--- src/rtl/seq_detect_fsm.sv ---
// Serial pattern detector: watches a gated bit stream for a loadable PAT_W-bit pattern,
// with selectable overlap and Mealy/Moore match timing plus a saturating match counter.
module seq_detect_fsm #(
    parameter int PAT_W   = 4,
    parameter int CNT_W   = 8,
    parameter int OVERLAP = 1,
    parameter int MEALY   = 0
) (
    input  logic             clk,
    input  logic             reset,
    input  logic             clr,
    input  logic             load,
    input  logic [PAT_W-1:0] pattern,
    input  logic             bit_valid,
    input  logic             bit_in,
    output logic             armed,
    output logic             match,
    output logic [CNT_W-1:0] match_count,
    output logic             count_sat
);

    localparam int FILL_W = $clog2(PAT_W + 1);
    localparam logic [FILL_W-1:0] FILL_FULL = FILL_W'(PAT_W);

    typedef enum logic [1:0] {
        IDLE = 2'b00,
        RUN  = 2'b01
    } state_t;

    state_t            state;
    logic [PAT_W-1:0]  pat_q;
    logic [PAT_W-1:0]  hist;
    logic [PAT_W-1:0]  nhist;
    logic [FILL_W-1:0] fill;
    logic [FILL_W-1:0] nfill;
    logic              match_q;
    logic              shift_en;
    logic              hit;

    // load and clr both take priority over an incoming bit, so a bit in those cycles is dropped
    always_comb begin
        shift_en = (state == RUN) && bit_valid && !load && !clr;
        nhist    = {hist[PAT_W-2:0], bit_in};
        nfill    = (fill == FILL_FULL) ? FILL_FULL : fill + 1'b1;
        hit      = shift_en && (nhist == pat_q) && (nfill == FILL_FULL);
    end

    always_ff @(posedge clk or posedge reset) begin
        if (reset) begin
            state       <= IDLE;
            pat_q       <= '0;
            hist        <= '0;
            fill        <= '0;
            match_q     <= 1'b0;
            match_count <= '0;
        end else begin
            case (state)
                IDLE:    if (load) state <= RUN;
                RUN:     state <= RUN;
`ifndef SYNTHESIS
                default: state <= state_t'(2'bxx);
`else
                default: state <= IDLE;
`endif
            endcase

            if (load) begin
                pat_q       <= pattern;
                hist        <= '0;
                fill        <= '0;
                match_q     <= 1'b0;
                match_count <= '0;
            end else if (clr) begin
                hist        <= '0;
                fill        <= '0;
                match_q     <= 1'b0;
                match_count <= '0;
            end else begin
                match_q <= hit;
                if (shift_en) begin
                    // Without overlap the history restarts so the completing bits cannot be reused
                    if (hit && (OVERLAP == 0)) begin
                        hist <= '0;
                        fill <= '0;
                    end else begin
                        hist <= nhist;
                        fill <= nfill;
                    end
                    if (hit && (match_count != '1))
                        match_count <= match_count + 1'b1;
                end
            end
        end
    end

    assign armed     = (state == RUN);
    assign match     = (MEALY != 0) ? hit : match_q;
    assign count_sat = (match_count == '1);

endmodule

--- config.mk ---
export PLATFORM = sky130hd
export DESIGN_NAME = seq_detect_fsm
export DESIGN_NICKNAME = d
export VERILOG_FILES = /design/src/rtl/seq_detect_fsm.sv
export SDC_FILE = /design/constraint.sdc
export NUM_CORES = 1
export LEC_CHECK = 0
export ABC_AREA = 0
export ABC_CLOCK_PERIOD_IN_PS = 4900
export CORE_MARGIN = 2
export CORE_UTILIZATION = 45
export DETAILED_ROUTE_END_ITERATION = 16
export DONT_BUFFER_PORTS = 1
export HOLD_SLACK_MARGIN = 0.05
export PLACE_DENSITY_LB_ADDON = 0.2
export SYNTH_ARGS = -nofsm -noshare
export SYNTH_HDL_FRONTEND = slang
export SYNTH_SLANG_ARGS = --single-unit
export TNS_END_PERCENT = 50
--- constraint.sdc ---
create_clock -name clk -period 4.9 [get_ports clk]
set_input_delay 0 -clock clk [delete_from_list [all_inputs] [get_ports clk]]
set_output_delay 0 -clock clk [all_outputs]
set_load 0.005 [all_outputs]
==> results by group <==
STA
  – Headroom to the max-slew limit: 48.1%
  – Total count of max-transition violations in the final report: 0
  – Setup violation total in the final timing report: 0
  – Slack of the critical path: 2.64 ns
  – Post-Route Setup TNS: 0 ns
  – Final critical-path share of the clock period: 46.1%
  – Fin Clk Skew: 0.0102 ns
  – Worst Hold Margin: 0.0897 ns
  – Final count of hold timing violations: 0
  – Setup repair after global routing missed its margin: no
  – Shortest clock period the worst path allows after layout: 2.26 ns
  – Highest clock rate: 0.442 GHz
  – Least-Margin Pin Slew: 0.778 ns

Clocking
  – Insertion delay to the later sink of the worst-skew pair: 0.30 ns
  – CTS Buf Count: 3
  – CTS tree: built
  – Cts repair resizes: 0
  – Root Buffer: sky130_fd_sc_hd__clkbuf_4
  – Htree depth: 1
  – Number of sinks on the clock net: 20
  – Post-CTS Setup Inserts: 0
  – CTS max path bufs: 2
  – Clock transition time at the flip-flop clock pins of the worst setup and hold paths: 0.11 ns

Floorplan
  – DIE HEIGHT: 53.1 microns
  – Placeable core region: 0.00225 sq mm
  – Die ar.: 0.00282 sq mm
  – Effective utilization at floorplan: 48.2%
  – Die extent in x: 53.1 microns
  – I/O pin count: 21
  – Row count: 17

Routing
  – Via count of the routed design: 817
  – Number of design rule violations left after detail routing: 0
  – Detailed-route wire length: 2180 microns
  – Routed WL per cell: 15.2 microns
  – Number of detailed-route iterations in the first pass: 4
  – Iter 0 DRT Violations: 14
  – Antenna-violating nets left: 0
  – Detail-routed via count per cell: 5.67

Synthesis
  – Number of storage elements in the synthesis netlist: 20
  – Net count after synthesis: 121
  – Seq/Total Area, Yosys: 46.1%
  – Per-instance average area after synthesis: 10.1 sq um
  – Number of standard cells after synthesis: 108
  – Netlist area before placement: 0.00109 sq mm
  – Number of different library cells in the post-synthesis netlist: 34
  – Yosys Warn Count: 0

Finish
  – Final Net Count: 130
  – Most common cell after layout, fill and taps aside: sky130_fd_sc_hd__dfrtp_1
  – Most used cells in the layout excluding fill and tap cells: 20 x sky130_fd_sc_hd__dfrtp_1, 10 x sky130_fd_sc_hd__nand2_1, 9 x sky130_fd_sc_hd__dlygate4sd3_1
  – Number of inserted diodes: 0
  – Post-synthesis to final-layout area growth: 12.3%
  – Post-Layout Inst Area: 0.00122 sq mm
  – Fraction of layout instances using a drive strength above 1: 11.2%

Global route
  – Number of global-route vias before repair: 805
  – Largest net degree at the start of global routing: 21
  – Wire length of the first global-routing pass: 3580 microns
  – Initial antenna violation count: 0
  – Overflow left after global routing: 0
  – Gr usage total: 18.2%

Setup path
  – Max Fanout on Critical Path: 14
  – Category of the critical setup timing path: flop to flop
  – CP required: 5.14 ns
  – Element type at the critical path end: flop
  – Worst path arrival time: 2.50 ns
  – CP startpoint kind: flop

Placement
  – Dpl hpwl: 1570 microns
  – Weighted congestion reported at the end of routability-driven placement: 0.786
  – Placed standard-cell area: 0.00109 sq mm
  – Minimum setup slack after placement: 2.65 ns
  – Count of buffers from port buffering: 0

Power
  – Leak: 0.484 nW
  – Peak VDD IR: 0.000163 V
  – Power per unit of standard cell area: 243 mW/mm^2
  – Power consumption: 0.297 mW

Hold path
  – Hold crit path type: input port to flop

Status
  – Outcome: finished, final reports clean

Flow run
  – Number of max-capacitance violations reported: 0
==> metal layers <==
metal  GRT usage (%)  share of wire (%)
met1            21.7                 45
met2            29.4                 48
met3            6.78                5.0
met4            7.26                1.3
met5               0                  0
==> sequential cells by signal, summed over array words and instances (netlist names) <==
name         flops
match            1
hist             3
pat_q            4
state            1
match_count      8
fill             3
==> report_power, final <==
group | total, mW | switching [mW] | internal [mW]
Sequential | 0.173 | 0.00324 | 0.169
Clock | 0.0947 | 0.0494 | 0.0454
Combinational | 0.0293 | 0.0159 | 0.0134
==> worst max-delay path, cell delays in order, from the launching register on <==
cell,delay [ns]
sky130_fd_sc_hd__dfrtp_1,0.40
sky130_fd_sc_hd__inv_1,0.07
sky130_fd_sc_hd__ha_1,0.32
sky130_fd_sc_hd__nor4_1,0.42
sky130_fd_sc_hd__nand3_2,0.29
sky130_fd_sc_hd__or4_1,0.53
sky130_fd_sc_hd__a21oi_1,0.16
==> cell usage after synthesis <==
| master | n | area share [%] |
|---|---|---|
| sky130_fd_sc_hd__dfrtp_1 | 20 | 46 |
| sky130_fd_sc_hd__nand2_1 | 10 | 3.5 |
| sky130_fd_sc_hd__a21oi_1 | 8 | 3.7 |
| sky130_fd_sc_hd__o21ai_0 | 7 | 3.2 |
| sky130_fd_sc_hd__inv_1 | 5 | 1.7 |
| sky130_fd_sc_hd__nor2_1 | 5 | 1.7 |
| sky130_fd_sc_hd__and3_1 | 4 | 2.3 |
| sky130_fd_sc_hd__mux2_2 | 4 | 4.1 |
| sky130_fd_sc_hd__o31ai_1 | 4 | 2.8 |
| sky130_fd_sc_hd__or3_1 | 4 | 2.3 |
| sky130_fd_sc_hd__ha_1 | 3 | 3.5 |
| sky130_fd_sc_hd__nand3_1 | 3 | 1.4 |
| sky130_fd_sc_hd__nor2b_1 | 3 | 1.7 |
| sky130_fd_sc_hd__xor2_1 | 3 | 2.4 |
| sky130_fd_sc_hd__a311oi_1 | 2 | 1.6 |
| sky130_fd_sc_hd__and4_1 | 2 | 1.6 |
| sky130_fd_sc_hd__clkbuf_1 | 2 | 0.69 |
| sky130_fd_sc_hd__nor4_1 | 2 | 1.2 |
| sky130_fd_sc_hd__or2_2 | 2 | 1.2 |
| sky130_fd_sc_hd__a31oi_1 | 1 | 0.58 |
| sky130_fd_sc_hd__and2_0 | 1 | 0.58 |
| sky130_fd_sc_hd__buf_1 | 1 | 0.35 |
| sky130_fd_sc_hd__buf_2 | 1 | 0.46 |
| sky130_fd_sc_hd__buf_6 | 1 | 1.0 |
| sky130_fd_sc_hd__nand3_2 | 1 | 0.92 |
| sky130_fd_sc_hd__nand3b_1 | 1 | 0.69 |
| sky130_fd_sc_hd__nand4b_1 | 1 | 0.81 |
| sky130_fd_sc_hd__nand4bb_4 | 1 | 2.5 |
| sky130_fd_sc_hd__nor3_1 | 1 | 0.46 |
| sky130_fd_sc_hd__nor4_4 | 1 | 2.0 |
| sky130_fd_sc_hd__o211ai_1 | 1 | 0.69 |
| sky130_fd_sc_hd__o311ai_0 | 1 | 0.81 |
| sky130_fd_sc_hd__o41ai_1 | 1 | 0.81 |
| sky130_fd_sc_hd__or4_1 | 1 | 0.69 |
==> cell type report <==
type / count / area (sq um)
repair buffers: 9 / 90.1
flip-flops and latches: 20 / 500
clock buffers: 4 / 36.3
well taps: 28 / 35.0
fillers: 222 / 1030
inverters: 5 / 18.8
multi-input cells: 78 / 539
==> per-stage QoR <==
step                      cells  utilization, %
final                       144            54.1
after global routing        144            54.1
after CTS                   144            54.1
after detailed placement    131            48.5
after global placement      131            48.5
after floorplan             108               -
==> cell families (layout without fill, tap and decap cells) <==
group	count (synthesis)	after routing	share of synthesized area [%]
AO/OA/AOI/OAI	25	25	14.2
flip-flops	20	20	46.1
adder cells (fa/ha/maj)	3	3	3.46
XOR/XNOR	3	3	2.42
AND/OR/NAND/NOR	43	43	25.5
multiplexers	4	4	4.15
buffers and inverters	10	18	4.26
==> worst paths after layout <==
path	slack, ns	depth (start not counted)	to	startpoint
max in group asynchronous	4.14	2	pat_q[3]	reset
hold / removal	0.09	5	match_count[3]	bit_valid
min in group asynchronous	0.26	2	match_count[4]	reset
hold reg to reg	0.54	1	pat_q[2]	pat_q[2]
setup / recovery	2.64	6	match_count[4]	fill[0]
setup reg to reg	2.64	6	match_count[4]	fill[0]
==> what timing repair did <==
item                                    CTS  global route
hold endpoints to repair                 40             0
hold buffers                              9             0
endpoints found under the setup margin    0             0
No activity file was read; power rests on OpenSTA's default activity.
